--- config.mk ---
export PLATFORM = sky130hd
export DESIGN_NAME = i2c_config_sequencer
export DESIGN_NICKNAME = d
export VERILOG_FILES = /design/src/rtl/i2c_config_sequencer.sv
export SDC_FILE = /design/constraint.sdc
export NUM_CORES = 1
export LEC_CHECK = 0
export BUFFER_PORTS_ARGS = -buffer_cell sky130_fd_sc_hd__buf_4
export CAP_MARGIN = 5
export CORE_ASPECT_RATIO = 0.7
export CORE_UTILIZATION = 59
export DETAILED_ROUTE_END_ITERATION = 10
export PLACE_DENSITY = 0.85
export SLEW_MARGIN = 20
export SYNTH_ARGS = -nofsm -noshare
export SYNTH_HDL_FRONTEND = slang
export SYNTH_SLANG_ARGS = --single-unit
export TNS_END_PERCENT = 10
--- constraint.sdc ---
create_clock -name clk -period 7.6 [get_ports clk]
set_clock_uncertainty 0.2 [all_clocks]
set_input_delay 1.14 -clock clk [delete_from_list [all_inputs] [get_ports clk]]
set_output_delay 1.14 -clock clk [all_outputs]
set_load 0.005 [all_outputs]
--- src/rtl/i2c_config_sequencer.sv ---
// -----------------------------------------------------------------------------
// i2c_config_sequencer
//
// Brings up the camera sensor after reset or on request. It walks a
// register-write table and starts the I2C write engine once for each entry.
// The block owns the engine's enable/END handshake. It detects a NACK on each
// entry, runs a stall watchdog on both handshake phases, and reports
// completion and error status. Entries of 16'hFFFF are passed through
// unchanged, and the write engine executes them as delays.
//
// Optional feature macro: I2C_CFG_RETRY_EN
//   defined   : a NACKed entry is relaunched up to MAX_RETRY extra times
//   undefined : a NACK fails the entry at once and no retry counter is built
//
// Parameters
//   LUT_SIZE    number of table entries (indices 0..LUT_SIZE-1)
//   IDX_W       width of lut_index
//   SLAVE_ADDR  constant driven on i2c_sl_addr
//   BYTE_NUM    constant driven on i2c_byte_num
//   POR_CYCLES  wait after reset before the first entry
//   TIMEOUT     watchdog limit, in cycles, for each handshake phase
//   MAX_RETRY   extra attempts for a NACKed entry (retry build only)
//
// Ports
//   clk           single clock, shared with the write engine
//   reset         synchronous, active-high
//   start         one-cycle pulse; re-runs the table, honoured in DONE/IDLE
//   lut_index     table address
//   lut_data      combinational table read of lut_index
//   i2c_enable    engine enable (low starts a transfer)
//   i2c_reg_data  registered copy of lut_data, taken in LOAD
//   i2c_sl_addr   engine slave address
//   i2c_byte_num  engine byte count
//   i2c_end       engine END: 1 = idle, 0 = transfer running
//   i2c_ack       engine ACK: 1 = NACK seen during the transfer
//   busy          table run in progress
//   done          table completed; held until the next run or reset
//   error         sticky: at least one entry failed or timed out
//   err_cnt       number of failed entries, saturating at 255
//
// state     | meaning
// ----------+--------------------------------------------------------------
// POR_WAIT  | power-on wait of POR_CYCLES before the first entry
// LOAD      | latch lut_data into i2c_reg_data
// LAUNCH    | drop i2c_enable to start the engine
// WAIT_BUSY | hold enable low until the engine reports END=0
// WAIT_DONE | enable back high; wait for END=1
// CHECK     | sample the ACK (NACK) flag of the finished transfer
// NEXT      | advance the table index, or finish the run
// DONE      | run complete; wait for start
// IDLE      | reserved; like DONE with done=0
// -----------------------------------------------------------------------------
module i2c_config_sequencer #(
   parameter int          LUT_SIZE   = 64,
   parameter int          IDX_W      = 8,
   parameter logic [7:0]  SLAVE_ADDR = 8'h42,
   parameter logic [7:0]  BYTE_NUM   = 8'd2,
   parameter logic [15:0] POR_CYCLES = 16'd2000,
   parameter logic [15:0] TIMEOUT    = 16'd4000,
   parameter int          MAX_RETRY  = 3
) (
   input  logic             clk,
   input  logic             reset,
   input  logic             start,
   output logic [IDX_W-1:0] lut_index,
   input  logic [15:0]      lut_data,
   output logic             i2c_enable,
   output logic [15:0]      i2c_reg_data,
   output logic [7:0]       i2c_sl_addr,
   output logic [7:0]       i2c_byte_num,
   input  logic             i2c_end,
   input  logic             i2c_ack,
   output logic             busy,
   output logic             done,
   output logic             error,
   output logic [7:0]       err_cnt
);

   typedef enum logic [3:0] {
      ST_POR_WAIT  = 4'd0,
      ST_LOAD      = 4'd1,
      ST_LAUNCH    = 4'd2,
      ST_WAIT_BUSY = 4'd3,
      ST_WAIT_DONE = 4'd4,
      ST_CHECK     = 4'd5,
      ST_NEXT      = 4'd6,
      ST_DONE      = 4'd7,
      ST_IDLE      = 4'd8
   } state_t;

   localparam logic [IDX_W-1:0] LAST_IDX = IDX_W'(LUT_SIZE - 1);

   // The POR timer counts down to zero. Loading POR_CYCLES-1 keeps the FSM in
   // POR_WAIT for exactly POR_CYCLES cycles after reset is released.
   localparam logic [15:0] POR_LOAD = (POR_CYCLES == 16'd0) ? 16'd0 : POR_CYCLES - 16'd1;
   localparam logic [15:0] WDOG_LAST = TIMEOUT - 16'd1;

`ifdef I2C_CFG_RETRY_EN
   localparam int RETRY_W = (MAX_RETRY > 0) ? $clog2(MAX_RETRY + 1) : 1;
   localparam logic [RETRY_W-1:0] RETRY_LIMIT = RETRY_W'(MAX_RETRY);
`endif

   state_t           state_q, state_d;
   logic [IDX_W-1:0] lut_index_q, lut_index_d;
   logic [15:0]      reg_data_q, reg_data_d;
   logic             enable_q, enable_d;
   logic             busy_q, busy_d;
   logic             done_q, done_d;
   logic             error_q, error_d;
   logic [7:0]       err_cnt_q, err_cnt_d;
   logic [15:0]      por_cnt_q, por_cnt_d;
   logic [15:0]      wdog_cnt_q, wdog_cnt_d;
   logic             wdog_hit;
   logic             entry_fail;
`ifdef I2C_CFG_RETRY_EN
   logic [RETRY_W-1:0] retry_cnt_q, retry_cnt_d;
`endif

   // The watchdog counts cycles spent in one wait state. It fires on the
   // TIMEOUT-th cycle of that state.
   assign wdog_hit = (wdog_cnt_q == WDOG_LAST);

   always_comb begin
      state_d     = state_q;
      lut_index_d = lut_index_q;
      reg_data_d  = reg_data_q;
      enable_d    = enable_q;
      busy_d      = busy_q;
      done_d      = done_q;
      error_d     = error_q;
      err_cnt_d   = err_cnt_q;
      por_cnt_d   = por_cnt_q;
      // The watchdog clears on every cycle outside the wait states and on
      // every state change, so it only has to advance while the FSM stays put.
      wdog_cnt_d  = '0;
      entry_fail  = 1'b0;
`ifdef I2C_CFG_RETRY_EN
      retry_cnt_d = retry_cnt_q;
`endif

      case (state_q)
         ST_POR_WAIT: begin
            if (por_cnt_q == 16'd0) begin
               state_d = ST_LOAD;
            end else begin
               por_cnt_d = por_cnt_q - 16'd1;
            end
         end

         ST_LOAD: begin
            reg_data_d = lut_data;
            state_d    = ST_LAUNCH;
         end

         ST_LAUNCH: begin
            enable_d = 1'b0;
            state_d  = ST_WAIT_BUSY;
         end

         ST_WAIT_BUSY: begin
            if (!i2c_end) begin
               enable_d = 1'b1;
               state_d  = ST_WAIT_DONE;
            end else if (wdog_hit) begin
               entry_fail = 1'b1;
               enable_d   = 1'b1;
               state_d    = ST_NEXT;
            end else begin
               wdog_cnt_d = wdog_cnt_q + 16'd1;
            end
         end

         ST_WAIT_DONE: begin
            // Enable stays high here so the engine parks at the end of the
            // transfer instead of starting a new one.
            if (i2c_end) begin
               state_d = ST_CHECK;
            end else if (wdog_hit) begin
               entry_fail = 1'b1;
               enable_d   = 1'b1;
               state_d    = ST_NEXT;
            end else begin
               wdog_cnt_d = wdog_cnt_q + 16'd1;
            end
         end

         ST_CHECK: begin
            if (i2c_ack) begin
`ifdef I2C_CFG_RETRY_EN
               if (retry_cnt_q < RETRY_LIMIT) begin
                  // Relaunch the same entry: the index stays and LOAD
                  // re-reads the same table word.
                  retry_cnt_d = retry_cnt_q + RETRY_W'(1);
                  state_d     = ST_LOAD;
               end else begin
                  entry_fail = 1'b1;
                  state_d    = ST_NEXT;
               end
`else
               entry_fail = 1'b1;
               state_d    = ST_NEXT;
`endif
            end else begin
               state_d = ST_NEXT;
            end
         end

         ST_NEXT: begin
            if (lut_index_q == LAST_IDX) begin
               busy_d  = 1'b0;
               done_d  = 1'b1;
               state_d = ST_DONE;
            end else begin
               lut_index_d = lut_index_q + IDX_W'(1);
`ifdef I2C_CFG_RETRY_EN
               retry_cnt_d = '0;
`endif
               state_d     = ST_LOAD;
            end
         end

         ST_DONE, ST_IDLE: begin
            if (start) begin
               lut_index_d = '0;
               busy_d      = 1'b1;
               done_d      = 1'b0;
               error_d     = 1'b0;
               err_cnt_d   = '0;
`ifdef I2C_CFG_RETRY_EN
               retry_cnt_d = '0;
`endif
               state_d     = ST_LOAD;
            end
         end

         default: begin
            // Unused encodings park in the reserved idle state, where a
            // start pulse can recover a clean run.
            busy_d  = 1'b0;
            done_d  = 1'b0;
            state_d = ST_IDLE;
         end
      endcase

      if (entry_fail) begin
         error_d = 1'b1;
         if (err_cnt_q != 8'hFF) begin
            err_cnt_d = err_cnt_q + 8'd1;
         end
      end
   end

   always_ff @(posedge clk) begin
      if (reset) begin
         state_q     <= ST_POR_WAIT;
         lut_index_q <= '0;
         reg_data_q  <= '0;
         enable_q    <= 1'b1;
         busy_q      <= 1'b1;
         done_q      <= 1'b0;
         error_q     <= 1'b0;
         err_cnt_q   <= '0;
         por_cnt_q   <= POR_LOAD;
         wdog_cnt_q  <= '0;
`ifdef I2C_CFG_RETRY_EN
         retry_cnt_q <= '0;
`endif
      end else begin
         state_q     <= state_d;
         lut_index_q <= lut_index_d;
         reg_data_q  <= reg_data_d;
         enable_q    <= enable_d;
         busy_q      <= busy_d;
         done_q      <= done_d;
         error_q     <= error_d;
         err_cnt_q   <= err_cnt_d;
         por_cnt_q   <= por_cnt_d;
         wdog_cnt_q  <= wdog_cnt_d;
`ifdef I2C_CFG_RETRY_EN
         retry_cnt_q <= retry_cnt_d;
`endif
      end
   end

   assign lut_index    = lut_index_q;
   assign i2c_enable   = enable_q;
   assign i2c_reg_data = reg_data_q;
   assign i2c_sl_addr  = SLAVE_ADDR;
   assign i2c_byte_num = BYTE_NUM;
   assign busy         = busy_q;
   assign done         = done_q;
   assign error        = error_q;
   assign err_cnt      = err_cnt_q;

endmodule
==> flow_summary.html, run 1 <==
<table>
<tr><th>Metric</th><th>Value</th></tr>
<tr><th colspan="2">Clocking</th></tr>
<tr><td>Clock root buffer</td><td>sky130_fd_sc_hd__clkbuf_8</td></tr>
<tr><td>Max H-tree Level</td><td>3</td></tr>
<tr><td># resized after CTS</td><td>0</td></tr>
<tr><td>Largest buffer count on any clock path</td><td>2</td></tr>
<tr><td>Post-CTS clock slew at the launch and capture registers of the worst setup and hold paths</td><td>0.08 ns</td></tr>
<tr><td>CTS hold repair buffers</td><td>0</td></tr>
<tr><td>Clk sinks</td><td>72</td></tr>
<tr><td>Buffers inserted by post-CTS timing repair</td><td>0</td></tr>
<tr><td>Clock latency reported for the late side of the worst-skew pair</td><td>0.35 ns</td></tr>
<tr><td>Total CTS buffers</td><td>9</td></tr>
<tr><td>CTS tree</td><td>done</td></tr>
<tr><th colspan="2">Critical path</th></tr>
<tr><td>Cell count of the worst reg-to-reg path</td><td>6</td></tr>
<tr><td>Critical Path Source</td><td>por_cnt_q[6]</td></tr>
<tr><td>Type of the worst setup path</td><td>register to register</td></tr>
<tr><td>R2r startpoint</td><td>por_cnt_q[6]</td></tr>
<tr><td>Kind of start point of the critical path</td><td>register</td></tr>
<tr><td>Critical path capture point</td><td>por_cnt_q[9]</td></tr>
<tr><td>CP arrival</td><td>2.93 ns</td></tr>
<tr><td>Largest driver fanout on the critical path</td><td>6</td></tr>
<tr><td>Required time worst endpoint</td><td>7.62 ns</td></tr>
<tr><td>Register-to-register setup slack</td><td>4.70 ns</td></tr>
<tr><td>Worst r2r dst</td><td>por_cnt_q[9]</td></tr>
<tr><td>Crit end category</td><td>register</td></tr>
<tr><th colspan="2">Route</th></tr>
<tr><td>Routed len/inst</td><td>13.0 um</td></tr>
<tr><td>DRC</td><td>0</td></tr>
<tr><td>Routed via count</td><td>3093</td></tr>
<tr><td>Routed Antenna Nets</td><td>0</td></tr>
<tr><td>Drt first pass iters</td><td>4</td></tr>
<tr><td>Number of violations reported at the end of detailed-routing iteration 0</td><td>237</td></tr>
<tr><td>Via density</td><td>5.59</td></tr>
<tr><td>Wire length reported by the detailed router</td><td>7200 um</td></tr>
<tr><th colspan="2">STA</th></tr>
<tr><td>Final period utilization</td><td>38.2%</td></tr>
<tr><td>Worst slew margin</td><td>41.5%</td></tr>
<tr><td>Final setup vio count</td><td>0</td></tr>
<tr><td>Count of endpoints failing hold in the final timing report</td><td>0</td></tr>
<tr><td>Fin Setup TNS</td><td>0 ns</td></tr>
<tr><td>Time the final worst path needs with I/O delays and setup</td><td>2.90 ns</td></tr>
<tr><td>RSZ-0062 raised after global routing</td><td>false</td></tr>
<tr><td>Upper clock frequency limit</td><td>344 MHz</td></tr>
<tr><td>Actual slew at the worst max-slew pin</td><td>0.866 ns</td></tr>
<tr><td>Max-slew violation total from the final report</td><td>0</td></tr>
<tr><th colspan="2">Job</th></tr>
<tr><td>Max Cap Viol</td><td>0</td></tr>
<tr><th colspan="2">Logic synthesis</th></tr>
<tr><td>Synth Cell Area</td><td>0.00353 mm^2</td></tr>
<tr><td>Syn_area_per_cell</td><td>8.26 um^2</td></tr>
<tr><td>Number of flops mapped to enable cells by yosys</td><td>0</td></tr>
<tr><td>Most used flip-flop cell after synthesis</td><td>sky130_fd_sc_hd__dfxtp_1</td></tr>
<tr><td>Sequential fraction of the synthesis area</td><td>40.9%</td></tr>
<tr><td>Async set-or-reset flop fraction in the synthesized netlist</td><td>0%</td></tr>
<tr><td>Yosys warns</td><td>0</td></tr>
<tr><td>Unique cell type count in the Yosys netlist</td><td>60</td></tr>
<tr><td>Count of mapped cells out of synthesis</td><td>427</td></tr>
<tr><td>Post-synthesis sequential element count</td><td>72</td></tr>
<tr><th colspan="2">Power</th></tr>
<tr><td>Worst IR Drop VDD</td><td>0.0927 mV</td></tr>
<tr><td>PD cells</td><td>186 mW/mm^2</td></tr>
<tr><td>Leakage component of the power</td><td>0.00154 uW</td></tr>
<tr><th colspan="2">Floorplan</th></tr>
<tr><td>Core footprint</td><td>0.00576 mm^2</td></tr>
<tr><td>Die footprint</td><td>0.00630 mm^2</td></tr>
<tr><td>Boundary Pins</td><td>73</td></tr>
<tr><td>Die H</td><td>66.7 um</td></tr>
<tr><td>Starting density of the core</td><td>61.3%</td></tr>
<tr><td>Overall die width</td><td>94.4 um</td></tr>
<tr><td>Number of placement rows</td><td>23</td></tr>
<tr><th colspan="2">Placement</th></tr>
<tr><td>DP Wirelength</td><td>5000 um</td></tr>
<tr><td>GP Congestion</td><td>0.785</td></tr>
<tr><td>Port-buffer cells</td><td>56</td></tr>
<tr><th colspan="2">Layout</th></tr>
<tr><td>Area growth, synth to finish</td><td>16.2%</td></tr>
<tr><td>Most common library cell in the layout ignoring fill and taps</td><td>sky130_fd_sc_hd__dfxtp_1</td></tr>
<tr><td>Proportion of layout cells with a drive suffix above 1</td><td>18.6%</td></tr>
<tr><td>Most used cells in the layout excluding fill and tap cells</td><td>sky130_fd_sc_hd__dfxtp_1 (72), sky130_fd_sc_hd__buf_4 (57), sky130_fd_sc_hd__nand2_1 (52)</td></tr>
<tr><td>Number of fillers in the final layout</td><td>458</td></tr>
<tr><td>Final design utilization</td><td>71.2%</td></tr>
<tr><td>Diodes inserted</td><td>0</td></tr>
<tr><td>Number of nets in the final layout</td><td>499</td></tr>
<tr><th colspan="2">Global routing</th></tr>
<tr><td>All-layer global routing usage</td><td>23.8%</td></tr>
<tr><td>Vias in the first global route</td><td>2608</td></tr>
<tr><td>Antenna violations before repair</td><td>0</td></tr>
<tr><td>Overall overflow remaining after global route</td><td>0</td></tr>
<tr><td>First-pass GRT wire length</td><td>11600 um</td></tr>
<tr><td>Largest net degree at the start of global routing</td><td>48</td></tr>
<tr><th colspan="2">Status</th></tr>
<tr><td>Result of the run</td><td>finished clean</td></tr>
<tr><th colspan="2">Hold path</th></tr>
<tr><td>Tightest Hold Check Type</td><td>register to register</td></tr>
</table>
[worst min-delay path by stage]
stage                     startpoint                to  slack (ns)  depth (start not counted)
global route                    busy              busy        0.29                          2
CTS                 i2c_reg_data[10]  i2c_reg_data[10]        0.26                          2
finish              i2c_reg_data[10]  i2c_reg_data[10]        0.26                          2
global placement     i2c_reg_data[1]   i2c_reg_data[1]        0.24                          2
detailed placement  i2c_reg_data[10]  i2c_reg_data[10]        0.25                          2
floorplan              wdog_cnt_q[0]     wdog_cnt_q[0]        0.23                          1
[sequential cells by signal, summed over array words and instances (netlist names)]
register      flops
i2c_reg_data     16
por_cnt_q        16
wdog_cnt_q       16
err_cnt           8
lut_index         8
state_q           4
busy              1
done              1
error             1
i2c_enable        1
[kinds of logic (layout without fill, tap and decap cells)]
kind of cell,count (synthesis),in the layout,synth area share (%)
buf+inv,45,82,6.78
fa+ha+maj,5,5,1.77
simple gates,193,193,27.8
flops,72,72,40.9
xor+xnor,24,24,5.96
compound gates,84,84,16.0
mux,2,2,0.568
other cells,2,16,0.213
[where the power goes]
part / internal (uW) / switching [uW]
combinational: 31.0 / 38.6
sequential: 388 / 11.6
clock: 151 / 142
total: 570 / 192
[cell type report]
type	instances	area [um^2]	share of cell area (%)
Timing Repair Buffer	57	428	10.4
Inverter	9	33.8	0.824
Clock buffer	9	124	3.02
Sequential cell	72	1440	35.2
Tap cell	75	93.8	2.29
Clock inverter	7	72.6	1.77
Multi-Input combinational cell	324	1910	46.5
[worst max-delay path, cell delays in order (launching register included)]
cell	delay [ns]
sky130_fd_sc_hd__dfxtp_1	0.35
sky130_fd_sc_hd__or4_1	0.61
sky130_fd_sc_hd__nor4b_1	0.75
sky130_fd_sc_hd__buf_4	0.27
sky130_fd_sc_hd__or2_2	0.12
sky130_fd_sc_hd__nor3_1	0.04
sky130_fd_sc_hd__or3b_2	0.44
[through the flow]
stage / power [uW] / area, um^2 / instances / hold WS, ns / setup WS, ns
2_1_floorplan: 455 / 3580 / 441 / 0.230 / 4.98
3_3_place_gp: 473 / 3900 / 537 / 0.241 / 4.77
3_5_place_dp: 476 / 3900 / 537 / 0.247 / 4.64
4_1_cts: 769 / 4090 / 553 / 0.258 / 4.70
5_1_grt: 796 / 4100 / 553 / 0.293 / 4.45
6_report: 763 / 4100 / 553 / 0.258 / 4.70
[synth_stat cells, drive strengths merged, types with 3 or more instances]
cell type,n,area [um^2]
a21o,3,22.5
a21oi,33,173
a22o,3,30.0
and2,5,31.3
and3,6,37.5
buf,19,141
clkbuf,17,63.8
dfxtp,72,1440
ha,5,62.6
inv,9,33.8
nand2,52,195
nand2b,9,56.3
nand3,19,95.1
nand4,5,31.3
nor2,45,169
nor2b,6,37.5
nor3,9,45.0
nor4,5,31.3
nor4b,3,26.3
o211ai,5,37.5
o21ai,15,75.1
o31ai,4,43.8
or3,10,62.6
or4,4,30.0
xnor2,13,114
xor2,11,96.3
[metal layers]
metal | GRT usage [%] | vias up | part of all wire (%)
li1 | - | 1554 | -
met1 | 29.4 | 1450 | 47
met2 | 39.4 | 82 | 47
met3 | 7.31 | 7 | 4.7
met4 | 7.69 | 0 | 1.1
met5 | 0 | - | 0
No activity file was read; power rests on OpenSTA's default activity.
==> run 2, diff against run 1 <==
--- a/config.mk
+++ b/config.mk
@@ -8,9 +8,9 @@
 export BUFFER_PORTS_ARGS = -buffer_cell sky130_fd_sc_hd__buf_4
 export CAP_MARGIN = 5
 export CORE_ASPECT_RATIO = 0.7
-export CORE_UTILIZATION = 59
+export CORE_UTILIZATION = 49
 export DETAILED_ROUTE_END_ITERATION = 10
-export PLACE_DENSITY = 0.85
+export PLACE_DENSITY = 0.75
 export SLEW_MARGIN = 20
 export SYNTH_ARGS = -nofsm -noshare
 export SYNTH_HDL_FRONTEND = slang
==> constraint.sdc (replaced) <==
create_clock -name clk -period 2.3 [get_ports clk]
set_clock_uncertainty 0.2 [all_clocks]
set_input_delay 0.345 -clock clk [delete_from_list [all_inputs] [get_ports clk]]
set_output_delay 0.345 -clock clk [all_outputs]
set_load 0.005 [all_outputs]
==> run 2 against run 1 <==
The run now ends with setup timing left; maximum frequency is 25% higher; utilization is 6.7 points lower; register-to-register slack worse by 4.7 ns; die area is 20% higher; critical path type unchanged.
==> flow_summary.html, run 2 (synthesized netlist as in run 1, its figures left out) <==
<table>
<tr><th>Metric</th><th>Value</th></tr>
<tr><th colspan="2">Status</th></tr>
<tr><td>Result of the run</td><td>finished, violations left</td></tr>
<tr><td>Violations in the final reports</td><td>setup timing</td></tr>
<tr><th colspan="2">Critical path</th></tr>
<tr><td>Delay of the slowest cell on the worst path</td><td>0.53 ns (-0.22 ns)</td></tr>
<tr><td>Type of the worst setup path</td><td>register to register</td></tr>
<tr><td>Required time worst endpoint</td><td>2.34 ns (-5.28 ns)</td></tr>
<tr><td>Critical path depth</td><td>5 (-1)</td></tr>
<tr><td>Number of buffer and inverter stages on the critical path</td><td>0 (-1)</td></tr>
<tr><td>Kind of start point of the critical path</td><td>register</td></tr>
<tr><td>R2r startpoint</td><td>wdog_cnt_q[12]</td></tr>
<tr><td>Top Family by Delay on Critical Path</td><td>simple AND/OR/NAND/NOR gates</td></tr>
<tr><td>CP Cell Sequence</td><td>or4bb_1 -&gt; or4_4 -&gt; o31ai_4 -&gt; a21oi_2 -&gt; a221o_1</td></tr>
<tr><td>Largest driver fanout on the critical path</td><td>6 (unchanged)</td></tr>
<tr><td>Crit end category</td><td>register</td></tr>
<tr><td>Worst r2r dst</td><td>err_cnt[4]</td></tr>
<tr><td>Slowest cell on the critical path</td><td>sky130_fd_sc_hd__or4_4</td></tr>
<tr><td>CP arrival</td><td>2.37 ns (-0.56 ns)</td></tr>
<tr><td>Register-to-register setup slack</td><td>-0.03 ns (-4.72 ns)</td></tr>
<tr><td>Cell count of the worst reg-to-reg path</td><td>5 (-1)</td></tr>
<tr><th colspan="2">Floorplan</th></tr>
<tr><td>Die footprint</td><td>0.00755 mm^2 (+20%)</td></tr>
<tr><td>Overall die width</td><td>103 um (+9.5%)</td></tr>
<tr><td>Starting density of the core</td><td>51.5% (-9.8 points)</td></tr>
<tr><td>Die H</td><td>73.0 um (+9.4%)</td></tr>
<tr><td>Number of placement rows</td><td>25 (+8.7%)</td></tr>
<tr><td>Core footprint</td><td>0.00685 mm^2 (+19%)</td></tr>
<tr><td>Boundary Pins</td><td>73 (unchanged)</td></tr>
<tr><th colspan="2">Global routing</th></tr>
<tr><td>Vias in the first global route</td><td>2854 (+9.4%)</td></tr>
<tr><td>Overall overflow remaining after global route</td><td>0 (unchanged)</td></tr>
<tr><td>All-layer global routing usage</td><td>21.6% (-2.2 points)</td></tr>
<tr><td>Largest net degree at the start of global routing</td><td>26 (-46%)</td></tr>
<tr><td>First-pass GRT wire length</td><td>12600 um (+8.6%)</td></tr>
<tr><td>Antenna violations before repair</td><td>0 (unchanged)</td></tr>
<tr><th colspan="2">Layout</th></tr>
<tr><td>Proportion of layout cells with a drive suffix above 1</td><td>26.0% (+7.3 points)</td></tr>
<tr><td>Number of nets in the final layout</td><td>537 (+7.6%)</td></tr>
<tr><td>Area growth, synth to finish</td><td>25.4%</td></tr>
<tr><td>Area of combinational cells with multiple inputs</td><td>0.00193 mm^2 (+1.1%)</td></tr>
<tr><td>Most common library cell in the layout ignoring fill and taps</td><td>sky130_fd_sc_hd__buf_4</td></tr>
<tr><td>Diodes inserted</td><td>0 (unchanged)</td></tr>
<tr><td>Final non-filler cell area</td><td>0.00442 mm^2 (+7.9%)</td></tr>
<tr><td>Area taken by flip-flops and latches</td><td>0.00145 mm^2 (+0.35%)</td></tr>
<tr><td>Number of fillers in the final layout</td><td>572 (+25%)</td></tr>
<tr><td>Most used cells in the layout excluding fill and tap cells</td><td>sky130_fd_sc_hd__buf_4 (94), sky130_fd_sc_hd__dfxtp_1 (68), sky130_fd_sc_hd__nand2_1 (52)</td></tr>
<tr><th colspan="2">STA</th></tr>
<tr><td>Count of endpoints failing hold in the final timing report</td><td>0 (unchanged)</td></tr>
<tr><td>Worst slew margin</td><td>61.9% (+20 points)</td></tr>
<tr><td>Actual slew at the worst max-slew pin</td><td>0.566 ns (-0.300 ns)</td></tr>
<tr><td>Final setup vio count</td><td>1 (+1)</td></tr>
<tr><td>Time the final worst path needs with I/O delays and setup</td><td>2.33 ns (-0.576 ns)</td></tr>
<tr><td>RSZ-0062 raised after global routing</td><td>true</td></tr>
<tr><td>Upper clock frequency limit</td><td>429 MHz (+25%)</td></tr>
<tr><td>Worst-case setup margin in the final layout</td><td>-0.0293 ns (-4.72 ns)</td></tr>
<tr><td>Final period utilization</td><td>101% (+63 points)</td></tr>
<tr><td>Max-slew violation total from the final report</td><td>0 (unchanged)</td></tr>
<tr><th colspan="2">Power</th></tr>
<tr><td>PD cells</td><td>556 mW/mm^2 (+200%)</td></tr>
<tr><td>Worst IR Drop VDD</td><td>0.257 mV (+180%)</td></tr>
<tr><td>Leakage component of the power</td><td>0.00173 uW (+12%)</td></tr>
<tr><td>Post-route total power</td><td>2460 uW (+220%)</td></tr>
<tr><th colspan="2">Placement</th></tr>
<tr><td>Instance area after placement</td><td>0.00421 mm^2 (+7.9%)</td></tr>
<tr><td>DP Wirelength</td><td>5750 um (+15%)</td></tr>
<tr><td>Port-buffer cells</td><td>56 (unchanged)</td></tr>
<tr><td>GP Congestion</td><td>0.853 (+8.6%)</td></tr>
<tr><th colspan="2">Route</th></tr>
<tr><td>Via density</td><td>5.33 (-4.7%)</td></tr>
<tr><td>Number of violations reported at the end of detailed-routing iteration 0</td><td>208 (-12%)</td></tr>
<tr><td>Routed len/inst</td><td>13.0 um (+0.12%)</td></tr>
<tr><td>DRC</td><td>0 (unchanged)</td></tr>
<tr><td>Wire length reported by the detailed router</td><td>7950 um (+10%)</td></tr>
<tr><td>Routed via count</td><td>3251 (+5.1%)</td></tr>
<tr><td>Routed Antenna Nets</td><td>0 (unchanged)</td></tr>
<tr><td>Drt first pass iters</td><td>4 (unchanged)</td></tr>
<tr><th colspan="2">Clocking</th></tr>
<tr><td>Largest buffer count on any clock path</td><td>2 (unchanged)</td></tr>
<tr><td>Clk sinks</td><td>72 (unchanged)</td></tr>
<tr><td>Total CTS buffers</td><td>9 (unchanged)</td></tr>
<tr><td>CTS tree</td><td>done</td></tr>
<tr><td>Post-CTS clock slew at the launch and capture registers of the worst setup and hold paths</td><td>0.09 ns (about the same)</td></tr>
<tr><td>Max H-tree Level</td><td>3 (unchanged)</td></tr>
<tr><td>Clock root buffer</td><td>sky130_fd_sc_hd__clkbuf_8</td></tr>
<tr><td>Clock latency reported for the late side of the worst-skew pair</td><td>0.35 ns (about the same)</td></tr>
<tr><th colspan="2">Job</th></tr>
<tr><td>Max Cap Viol</td><td>0 (unchanged)</td></tr>
<tr><th colspan="2">Hold path</th></tr>
<tr><td>Startpoint of the lowest-slack hold path</td><td>lut_data[4]</td></tr>
<tr><td>Worst-case hold path end point</td><td>i2c_reg_data[4]</td></tr>
<tr><td>Count of cells along the worst hold path</td><td>3 (+1)</td></tr>
<tr><td>Tightest Hold Check Type</td><td>primary input to register</td></tr>
</table>
## run 2: cell types whose count changed in the layout (fill, tap and decap cells not counted), moves of 2 or more
cell,previous run,this run
sky130_fd_sc_hd__buf_4,57,94
sky130_fd_sc_hd__dfxtp_1,72,68
sky130_fd_sc_hd__dfxtp_2,0,4
sky130_fd_sc_hd__nor4b_1,3,1
sky130_fd_sc_hd__nor4b_2,0,2
sky130_fd_sc_hd__or4_1,4,2
sky130_fd_sc_hd__or4_4,0,2
## run 2: worst max-delay path by stage
| stage | endpoint | slack [ns] | from |
|---|---|---|---|
| floorplan | err_cnt[4] | -0.03 | wdog_cnt_q[11] |
| global placement | err_cnt[4] | -0.05 | wdog_cnt_q[12] |
| detailed placement | err_cnt[4] | -0.09 | wdog_cnt_q[12] |
| CTS | err_cnt[4] | -0.03 | wdog_cnt_q[12] |
| global route | err_cnt[4] | -0.11 | wdog_cnt_q[12] |
| finish | err_cnt[4] | -0.03 | wdog_cnt_q[12] |
## run 2: timing repair
action / 4_1_cts / 5_1_grt
setup buffers: 0 / 2
pin swaps: 0 / 1
setup endpoints to repair: 11 / 16
gates resized for setup: 2 / 5
hold buffers: 0 / 0
hold endpoints to repair: 0 / 0
## run 2: cell type report
type / count / area share (%)
inverter: 9 / 0.764
clock buffer: 10 / 2.89
sequential: 72 / 32.7
timing repair buffer: 95 / 16.4
tap: 94 / 2.66
clock inverter: 6 / 1.02
multi-input combinational: 324 / 43.5
## run 2: worst register-to-register path, cell delays in order (launching register included)
cell and delay, ns:
sky130_fd_sc_hd__dfxtp_1 0.31, sky130_fd_sc_hd__or4bb_1 0.49, sky130_fd_sc_hd__or4_4 0.53, sky130_fd_sc_hd__o31ai_4 0.21, sky130_fd_sc_hd__a21oi_2 0.15, sky130_fd_sc_hd__a221o_1 0.33
## run 2: routing by layer
metal | part of all wire, % | GRT usage [%] | up-vias | wire length [um]
met4 | 1.8 | 9.23 | 0 | 144
met3 | 6.1 | 6.23 | 13 | 484
met5 | 0 | 0 | - | 0
met2 | 44 | 33.8 | 90 | 3490
li1 | - | - | 1632 | -
met1 | 48 | 27.7 | 1516 | 3830
## run 2: power by group
group	internal (uW)	switching [uW]	total, uW
combinational	121	136	257
sequential	1280	37.7	1320
clock	395	487	882
total	1800	661	2460
## run 2: per-stage QoR
step	setup TNS [ns]	utilization, %	hold WS [ns]	setup slack [ns]	instances
final	-0.0293	64.5	0.0359	-0.0293	610
after detailed placement	-0.428	61.4	0.249	-0.0921	592
after CTS	-0.0407	64.1	0.0237	-0.0337	608
after global placement	-0.0539	61.4	0.243	-0.0499	592
after floorplan	-0.220	-	0.230	-0.0301	441
after global routing	-0.356	64.5	0.0246	-0.108	610
